**src/rtl/dram_dqs_wr_seq_if.sv**
```systemverilog
// Write-command handshake between the controller write scheduler and the DQS write sequencer.
interface dram_dqs_wr_seq_if #(
  parameter int unsigned WL_W = 4
);
  logic            wr_cmd_valid;
  logic            wr_cmd_bl8;
  logic [WL_W-1:0] wl_cfg;
  logic            wr_cmd_ready;

  modport master (
    output wr_cmd_valid,
    output wr_cmd_bl8,
    output wl_cfg,
    input  wr_cmd_ready
  );

  modport slave (
    input  wr_cmd_valid,
    input  wr_cmd_bl8,
    input  wl_cfg,
    output wr_cmd_ready
  );
endinterface

```
**src/rtl/dram_dqs_wr_seq.sv**
```systemverilog
// Write-DQS sequencer for one DRAM byte lane: turns accepted write commands into the
// preamble/burst/postamble drive-enable and drive-data pattern for the DQS pad flops.
module dram_dqs_wr_seq #(
  parameter int unsigned WL_W    = 4,
  parameter int unsigned MAX_OUT = 2
) (
  input  logic             clk,
  input  logic             rst_l,
  dram_dqs_wr_seq_if.slave cmd,
  input  logic             channel_disabled,
  output logic             dram_io_drive_enable,
  output logic             dram_io_drive_data,
  output logic             busy,
  output logic             err_overlap
);

  localparam int unsigned      AGE_W   = WL_W + 2;
  localparam int unsigned      CMP_W   = AGE_W + 1;
  localparam int unsigned      CNT_W   = $clog2(MAX_OUT + 1);
  localparam logic [AGE_W-1:0] AGE_MAX = '1;
  localparam logic [WL_W-1:0]  WL_MIN  = WL_W'(2);

  logic [MAX_OUT-1:0] slot_vld_q, slot_vld_d;
  logic [MAX_OUT-1:0] slot_bl8_q, slot_bl8_d;
  logic [WL_W-1:0]    slot_wl_q  [MAX_OUT];
  logic [WL_W-1:0]    slot_wl_d  [MAX_OUT];
  logic [AGE_W-1:0]   slot_age_q [MAX_OUT];
  logic [AGE_W-1:0]   slot_age_d [MAX_OUT];

  logic [CMP_W-1:0]   slot_wl_x  [MAX_OUT];
  logic [CMP_W-1:0]   slot_b_x   [MAX_OUT];
  logic [CMP_W-1:0]   slot_age_x [MAX_OUT];

  logic               en_q, en_d;
  logic               data_q, data_d;
  logic               busy_q, busy_d;
  logic               err_pend_q, err_pend_d;
  logic               err_q, err_d;

  logic [CNT_W-1:0]   out_cnt_c;
  logic [WL_W-1:0]    new_wl_c;
  logic [CMP_W-1:0]   new_wl_x;
  logic [CMP_W-1:0]   new_b_x;
  logic               accept_c;
  logic               overlap_c;
  logic               placed_c;

  // Slot age counts edges since accept, so age == wl marks the preamble edge.
  for (genvar g = 0; g < MAX_OUT; g++) begin : g_slot_ext
    assign slot_wl_x[g]  = CMP_W'(slot_wl_q[g]);
    assign slot_b_x[g]   = slot_bl8_q[g] ? CMP_W'(4) : CMP_W'(2);
    assign slot_age_x[g] = CMP_W'(slot_age_q[g]);
  end

  always_comb begin
    out_cnt_c = '0;
    for (int i = 0; i < MAX_OUT; i++) begin
      out_cnt_c = out_cnt_c + CNT_W'(slot_vld_q[i]);
    end
  end

  // Disabled channel keeps ready high so the scheduler drains into the flush.
  assign cmd.wr_cmd_ready = rst_l & (channel_disabled | (out_cnt_c < CNT_W'(MAX_OUT)));

  assign new_wl_c = (cmd.wl_cfg < WL_MIN) ? WL_MIN : cmd.wl_cfg;
  assign new_wl_x = CMP_W'(new_wl_c);
  assign new_b_x  = cmd.wr_cmd_bl8 ? CMP_W'(4) : CMP_W'(2);
  assign accept_c = cmd.wr_cmd_valid & cmd.wr_cmd_ready & ~channel_disabled;

  // Burst windows relative to this edge: new [wl+1, wl+B], slot [wl-age+1, wl-age+B].
  always_comb begin
    overlap_c = 1'b0;
    for (int i = 0; i < MAX_OUT; i++) begin
      if (slot_vld_q[i] &&
          (new_wl_x + CMP_W'(1) + slot_age_x[i] <= slot_wl_x[i] + slot_b_x[i]) &&
          (slot_wl_x[i] + CMP_W'(1) <= new_wl_x + new_b_x + slot_age_x[i])) begin
        overlap_c = 1'b1;
      end
    end
  end

  always_comb begin
    slot_vld_d = slot_vld_q;
    slot_bl8_d = slot_bl8_q;
    slot_wl_d  = slot_wl_q;
    slot_age_d = slot_age_q;
    en_d       = 1'b0;
    data_d     = 1'b0;
    busy_d     = 1'b0;
    err_pend_d = 1'b0;
    err_d      = err_pend_q;
    placed_c   = 1'b0;

    for (int i = 0; i < MAX_OUT; i++) begin
      if (slot_vld_q[i]) begin
        if ((slot_age_x[i] >= slot_wl_x[i]) &&
            (slot_age_x[i] <= slot_wl_x[i] + slot_b_x[i] + CMP_W'(1))) begin
          en_d = 1'b1;
        end
        if ((slot_age_x[i] > slot_wl_x[i]) &&
            (slot_age_x[i] <= slot_wl_x[i] + slot_b_x[i])) begin
          data_d = 1'b1;
        end
        if (slot_age_x[i] == slot_wl_x[i] + slot_b_x[i] + CMP_W'(1)) begin
          slot_vld_d[i] = 1'b0;
        end
        if (slot_age_q[i] != AGE_MAX) begin
          slot_age_d[i] = slot_age_q[i] + AGE_W'(1);
        end
      end
    end

    busy_d = (|slot_vld_q) | en_d;

    if (accept_c && overlap_c) begin
      err_pend_d = 1'b1;
    end else if (accept_c) begin
      for (int i = 0; i < MAX_OUT; i++) begin
        if (!slot_vld_q[i] && !placed_c) begin
          placed_c      = 1'b1;
          slot_vld_d[i] = 1'b1;
          slot_bl8_d[i] = cmd.wr_cmd_bl8;
          slot_wl_d[i]  = new_wl_c;
          slot_age_d[i] = AGE_W'(1);
        end
      end
    end

    // Channel off wins over everything, including a burst in progress.
    if (channel_disabled) begin
      slot_vld_d = '0;
      en_d       = 1'b0;
      data_d     = 1'b0;
      busy_d     = 1'b0;
      err_pend_d = 1'b0;
    end
  end

  always_ff @(posedge clk or negedge rst_l) begin
    if (!rst_l) begin
      slot_vld_q <= '0;
      slot_bl8_q <= '0;
      for (int i = 0; i < MAX_OUT; i++) begin
        slot_wl_q[i]  <= '0;
        slot_age_q[i] <= '0;
      end
      en_q       <= 1'b0;
      data_q     <= 1'b0;
      busy_q     <= 1'b0;
      err_pend_q <= 1'b0;
      err_q      <= 1'b0;
    end else begin
      slot_vld_q <= slot_vld_d;
      slot_bl8_q <= slot_bl8_d;
      slot_wl_q  <= slot_wl_d;
      slot_age_q <= slot_age_d;
      en_q       <= en_d;
      data_q     <= data_d;
      busy_q     <= busy_d;
      err_pend_q <= err_pend_d;
      err_q      <= err_d;
    end
  end

  assign dram_io_drive_enable = en_q;
  assign dram_io_drive_data   = data_q;
  assign busy                 = busy_q;
  assign err_overlap          = err_q;

endmodule

```
**src/flat_wrapper.sv**
```systemverilog
// flat-port wrapper written by rule: the top's interface ports become plain ports
module dram_dqs_wr_seq_flat 
#(
  parameter int unsigned WL_W    = 4,
  parameter int unsigned MAX_OUT = 2
)
  (clk, rst_l, channel_disabled, dram_io_drive_enable, dram_io_drive_data, busy, err_overlap, cmd_wr_cmd_valid, cmd_wr_cmd_bl8, cmd_wl_cfg, cmd_wr_cmd_ready);
  dram_dqs_wr_seq_if #(.WL_W(WL_W)) cmd_i ();
  input  logic clk;
  input  logic rst_l;
  input  logic channel_disabled;
  output logic dram_io_drive_enable;
  output logic dram_io_drive_data;
  output logic busy;
  output logic err_overlap;
  input wire logic [$bits(cmd_i.wr_cmd_valid)-1:0] cmd_wr_cmd_valid;
  input wire logic [$bits(cmd_i.wr_cmd_bl8)-1:0] cmd_wr_cmd_bl8;
  input wire logic [$bits(cmd_i.wl_cfg)-1:0] cmd_wl_cfg;
  output wire logic [$bits(cmd_i.wr_cmd_ready)-1:0] cmd_wr_cmd_ready;
  assign cmd_i.wr_cmd_valid = cmd_wr_cmd_valid;
  assign cmd_i.wr_cmd_bl8 = cmd_wr_cmd_bl8;
  assign cmd_i.wl_cfg = cmd_wl_cfg;
  assign cmd_wr_cmd_ready = cmd_i.wr_cmd_ready;
  dram_dqs_wr_seq #(.WL_W(WL_W), .MAX_OUT(MAX_OUT)) u_core (.clk(clk), .rst_l(rst_l), .cmd(cmd_i), .channel_disabled(channel_disabled), .dram_io_drive_enable(dram_io_drive_enable), .dram_io_drive_data(dram_io_drive_data), .busy(busy), .err_overlap(err_overlap));
endmodule
```
**config.mk**
```make
export PLATFORM = sky130hd
export DESIGN_NAME = dram_dqs_wr_seq_flat
export DESIGN_NICKNAME = d
export VERILOG_FILES = /design/src/rtl/dram_dqs_wr_seq_if.sv /design/src/rtl/dram_dqs_wr_seq.sv /design/src/flat_wrapper.sv
export SDC_FILE = /design/constraint.sdc
export NUM_CORES = 1
export LEC_CHECK = 0
export BUFFER_PORTS_ARGS = -buffer_cell sky130_fd_sc_hd__buf_2
export CORE_ASPECT_RATIO = 0.7
export CORE_MARGIN = 3
export CORE_UTILIZATION = 45
export DETAILED_ROUTE_END_ITERATION = 12
export GPL_ROUTABILITY_DRIVEN = 0
export PLACE_DENSITY = 0.66
export SLEW_MARGIN = 20
export SYNTH_ARGS = -nofsm -noshare
export SYNTH_HDL_FRONTEND = slang
export SYNTH_SLANG_ARGS = --single-unit
export TNS_END_PERCENT = 30
```
**constraint.sdc**
```tcl
create_clock -name clk -period 8.25 [get_ports clk]
set_clock_uncertainty 0.05 [all_clocks]
set_input_delay 1.2375 -clock clk [delete_from_list [all_inputs] [get_ports clk]]
set_output_delay 1.2375 -clock clk [all_outputs]
set_load 0.005 [all_outputs]
```
-- After elaboration in Yosys (flattened, before gate mapping)
Cells that the tools add are included.
- register bits after elaboration: 29
- bits in latches: 0
- memory bits (writable): 0
- bits in read-only memories: 0
- logic and storage cells: 107
- memories: 0
- add/subtract/negate cells: 15
- multiply operators: 0
- divide/modulo/power cells: 0
- magnitude comparators: 14
- equal/unequal tests: 4
- shift-type cells: 0
- muxes and demuxes: 39
- bitwise gates (word level): 8
- reduce and logical (&&, ||, !) cells: 15
- operators by type and width (cell ; number):
    $mux W6 ; 6
    $add A7 B6 Y7 ; 4
    $le A6 B7 Y1 ; 4
    $le A7 B7 Y1 ; 4
    $mux W1 ; 24
    $mux W12 ; 2
    $add A4 B7 Y7 ; 3
    $add A4 B1 Y5 const B ; 3
    $add A7 B1 Y7 const B ; 2
    $eq A6 B7 Y1 ; 2
    $add A6 B1 Y6 const B ; 2
    $ge A6 B4 Y1 ; 2
    $gt A6 B4 Y1 ; 2
    $ne A6 B6 Y1 const B ; 2
    $logic_and A1 B1 Y1 ; 10
    $mux W3 ; 3
    $mux W2 ; 3
    $reduce_and A3 Y1 ; 2
    $lt A4 B2 Y1 const B ; 1
    $mux W4 ; 1
    $and A1 B1 Y1 ; 3
    $not A1 Y1 ; 3
    $add A1 B1 Y2 ; 1
    $logic_not A1 Y1 ; 2
    3 further kinds ; 4

-- Longest topological paths before layout
- depth after elaboration: 17
- gate-level depth with buffers: 18
- depth with buffers taken out: 16

-- Worst setup path before layout
OpenSTA, ideal clock, no wires.
- path kind: input to register
- start point: input cmd_wl_cfg[3]
- end point: register u_core.slot_wl_q[2] (netlist bit)
- setup time: 0.125 ns
- arrival: 4.572 ns
- setup slack: 3.503 ns
- stages on the path: 15
- path buffers: 1
- cell sequence: clkbuf_1 -> o21bai_1 -> ha_1 -> fa_1 -> ha_1 -> a21o_1 -> a21oi_1 -> xnor2_1 -> ha_1 -> nand3_1 -> o21bai_1 -> a211oi_1 -> a2111oi_2 -> or3_4 -> mux2_2
- longest elaborated chain between the ends: 12
- elaborated cells on any way between the ends: 21
- RTL lines (what ; RTL line ; source):
    start, declared ; flat_wrapper.sv:18 ; input wire logic [$bits(cmd_i.wl_cfg)-1:0] cmd_wl_cfg;
    $lt A4 B2 Y1 * ; dram_dqs_wr_seq.sv:65 ; assign new_wl_c = (cmd.wl_cfg < WL_MIN) ? WL_MIN : cmd.wl_cfg;
    $mux W4 * ; dram_dqs_wr_seq.sv:65 ;
    named net u_core.new_wl_c[1] ; dram_dqs_wr_seq.sv:41 ; logic [WL_W-1:0] new_wl_c;
    branches (longest 6 deep; another with $add A4 B7 Y7) ; n/a ;
    $mux W1 * ; dram_dqs_wr_seq.sv:74 ; if (slot_vld_q[i] &&
    $logic_and A1 B1 Y1 * ; dram_dqs_wr_seq.sv:115 ; if (accept_c && overlap_c) begin
    $not A1 Y1 (no source line) * ; n/a ;
    $reduce_and A3 Y1 (no source line) * ; n/a ;
    end signal, assigned ; dram_dqs_wr_seq.sv:155 ; slot_wl_q <= slot_wl_d;
    end, declared ; dram_dqs_wr_seq.sv:25 ; logic [WL_W-1:0] slot_wl_q [MAX_OUT];
Mark *: on every way through the listed nets, which the timed path passes.
A chain may end at the register's enable or synchronous reset.

-- Final worst setup path
- start point: input cmd_wl_cfg[2]
- end point: register u_core.slot_wl_q[7] (netlist bit)
Same word-level chain as after synthesis.

==> flow_metrics.py <==
metrics = {
    "layout": {
        "multiInputGateArea_mm2": 0.002796,
        "nNetsFinal": 520,
        "drive_above_1_share": 0.08057,
        "final_core_util": 0.5050,
        "stdcell_count": 523,
        "syn2layout_area_growth_pct": 8.280,
        "register_area_um2": 725.7,
        "diodes": 0,
        "num-fill-cells": 748,
    },
    "grt": {
        "grt_pass1_vias": 2852,
        "grt_first_pass_wirelength_um": 14520,
        "antenna_found_initial": 0,
        "grt_max_degree": 33,
        "grtUsageTotal": 0.1951,
        "overflow": 0,
    },
    "clock_tree": {
        "numClockSinks": 29,
        "cts-hold-fix-buffers": 0,
        "root_buffer": "clkbuf_16",
        "clock_path_buffers": 2,
        "cts_resized": 0,
        "cts_buffers": 5,
        "cts_setup_buffers": 0,
        "clock_latency_ns": 0.28,
        "clk_pin_slew_ns": 0.05,
        "htreeDepth": 2,
        "cts_tree": "built",
    },
    "logic_synthesis": {
        "avgSynthCellArea_um2": 9.074,
        "netlist_instances": 408,
        "synth.distinct_cells": 51,
        "async_reset_ff_frac": 1.000,
        "synth_warnings": 0,
        "synth_top_area_cell": "ha_1",
        "yosysSeqAreaShare": 0.1960,
        "synth_area_leaders": "ha_1 (28%), dfrtp_1 (20%), xnor2_1 (4.0%), fa_1 (3.8%), inv_1 (3.5%)",
        "synth_edf_count": 0,
        "ys_ff_latch": 29,
        "yosysTopAreaCellShare": 0.2805,
        "netlist_area_mm2": 0.003702,
        "synth_ff_type": "dfrtp_1",
        "synthesis.nets": 507,
    },
    "route": {
        "drtIter0Drc": 151,
        "wl_met1_um": 4634,
        "num_vias": 2913,
        "drcViolationCount": 0,
        "routed-wl-met2_um": 3302,
        "wirelength_um": 8400,
        "postRouteAntennaNets": 0,
        "viasPerCell": 5.570,
        "route.top_layer_used": "met4",
        "wl_met3_um": 411,
        "routedWlPerCell_um": 16.06,
        "drt_pre_antenna_iters": 4,
    },
    "outcome": {
        "outcome": "complete, no violations",
    },
    "sta": {
        "worst_pin_slew_ns": 0.6909,
        "finalCritPeriodShare": 0.6048,
        "period_needed_ns": 4.989,
        "final-hold-violation-count": 0,
        "setup_ws_ns": 3.261,
        "maxSlewViolCount": 0,
        "fmax_ghz": 0.2004,
        "setup_tns_ns": 0,
        "rsz0062_at_grt": "false",
        "slew_headroom": 0.5394,
        "setup_violations": 0,
    },
    "worst_hold_path": {
        "hp-class": "reg2reg",
    },
    "floorplan": {
        "boundaryPins": 14,
        "die_y_um": 81.89,
        "start_util": 0.4664,
        "core_mm2": 0.007939,
        "rows": 27,
        "fp.dieW_um": 114.4,
        "die-area_mm2": 0.009369,
    },
    "flow_run": {
        "drv_cap": 0,
    },
    "placement": {
        "detailedPlace.worstSlack_ns": 3.004,
        "dp.cells": 515,
        "dp_hpwl_um": 6863,
        "io_buffers": 13,
    },
    "critical_path": {
        "cp-end-kind": "flip-flop",
        "path_class": "in2reg",
        "cp.required_ns": 8.36,
        "critPathMaxFanout": 12,
        "arrival_ns": 5.10,
        "critPathLaunchType": "primary input",
    },
    "power": {
        "power.density_mw_per_mm2": 447.5,
        "power_leakage_uw": 0.002054,
        "ir_drop_uv": 254.0,
    },
}
## cells in the final DEF, fill, tap and decap left out, types with 2 or more instances in the layout
cell / instances
o211a_1: 2
a211oi_1: 2
o21a_1: 12
inv_1: 35
nand3b_1: 3
buf_2: 13
nand4b_1: 2
nor2b_1: 16
and3_1: 8
nand2b_1: 4
o211ai_1: 2
nand3_1: 20
clkbuf_16: 5
o21ai_0: 16
ha_1: 83
mux2_2: 4
a21boi_0: 2
nand2_1: 27
a21oi_1: 20
xor2_1: 15
nor3_1: 2
a21o_1: 9
and2_1: 2
nor2_1: 17
dfrtp_1: 29
xnor2_1: 17
fa_1: 7
o22ai_1: 6
a41oi_1: 2
mux2i_1: 8
nand4_1: 8
o21bai_1: 3
mux2_4: 2
clkbuf_8: 2
## synthesized netlist by cell type, types with 6 or more instances
master and count:
nand3_1 20, mux2i_1 8, dfrtp_1 29, and3_1 8
a21oi_1 20, fa_1 7, a21o_1 9, ha_1 83
xor2_1 15, nand2_1 27, inv_1 35, nor2_1 17
o21ai_0 16, o22ai_1 6, nand4_1 8, o21a_1 12
nor2b_1 16, xnor2_1 17
## logic make-up (layout without fill, tap and decap cells)
group / after synthesis / after routing / synth area share
flip-flops: 29 / 29 / 0.1960
AO/OA/AOI/OAI: 84 / 84 / 0.1514
AND/OR/NAND/NOR: 116 / 116 / 0.1680
adder cells (fa/ha/maj): 90 / 90 / 0.3184
XOR/XNOR: 32 / 32 / 0.07570
multiplexers: 14 / 14 / 0.04191
buffers and inverters: 43 / 57 / 0.04866
## worst max-delay path: stages
cell and delay (ns):
buf_2 0.16, o21bai_1 0.31, ha_1 0.25, fa_1 0.45
ha_1 0.35, a21o_1 0.17, a21oi_1 0.17, xor2_1 0.18
ha_1 0.28, nand2_1 0.07, o21ai_0 0.08, a21oi_1 0.17
a211o_1 0.19, nand4b_1 0.51, mux2_4 0.49
## power by group
group	internal, uW	total (uW)	switching (uW)
combinational	616	1280	664
clock	127	189	61.3
sequential	189	325	136
total	932	1790	862
## area by class of cell
class | count | area share
multi-input combinational | 336 | 0.6976
clock buffer | 7 | 0.03808
inverter | 36 | 0.03433
clock inverter | 1 | 0.001248
sequential | 29 | 0.1810
tap | 101 | 0.03152
timing repair buffer | 13 | 0.01623
## flip-flops by register name, summed over array words and instances, names as in the netlist
signal	cells
u_core.slot_bl8_q	2
u_core.slot_wl_q	8
u_core.slot_age_q	12
u_core.dram_io_drive_enable	1
u_core.busy	1
u_core.dram_io_drive_data	1
u_core.slot_vld_q	2
u_core.err_d	1
u_core.err_overlap	1
## through the flow
step / total power [uW] / hold WS [ns] / instance area [um^2]
floorplan: 1302 / 0.2812 / 3702
global placement: 1557 / 0.2935 / 3851
detailed placement: 1599 / 0.3003 / 3851
CTS: 1800 / 0.3088 / 4009
global route: 2024 / 0.3144 / 4009
finish: 1794 / 0.3059 / 4009
## path summary, 6_finish.rpt
| check | start | end | slack [ns] | cells past startpoint |
|---|---|---|---|---|
| setup / recovery | cmd_wl_cfg[2] | u_core.slot_wl_q[7]$_DFFE_PN0P_ | 3.26 | 15 |
| hold / removal | u_core.err_d$_DFF_PN0_ | u_core.err_overlap$_DFF_PN0_ | 0.31 | 0 |
| setup reg to reg | u_core.slot_bl8_q[1]$_DFFE_PN0P_ | u_core.slot_wl_q[7]$_DFFE_PN0P_ | 4.60 | 11 |
| hold reg to reg | u_core.err_d$_DFF_PN0_ | u_core.err_overlap$_DFF_PN0_ | 0.31 | 0 |
| max in group asynchronous | rst_l | u_core.slot_bl8_q[0]$_DFFE_PN0P_ | 6.75 | 1 |
| min in group asynchronous | rst_l | u_core.slot_age_q[2]$_DFF_PN0_ | 0.95 | 1 |
## routing by layer
metal | track usage | vias to the layer above
li1 | - | 1495
met1 | 0.2984 | 1359
met2 | 0.2921 | 54
met3 | 0.03166 | 5
met4 | 0.02847 | 0
met5 | 0 | -
(Power assumes the default switching activity.)
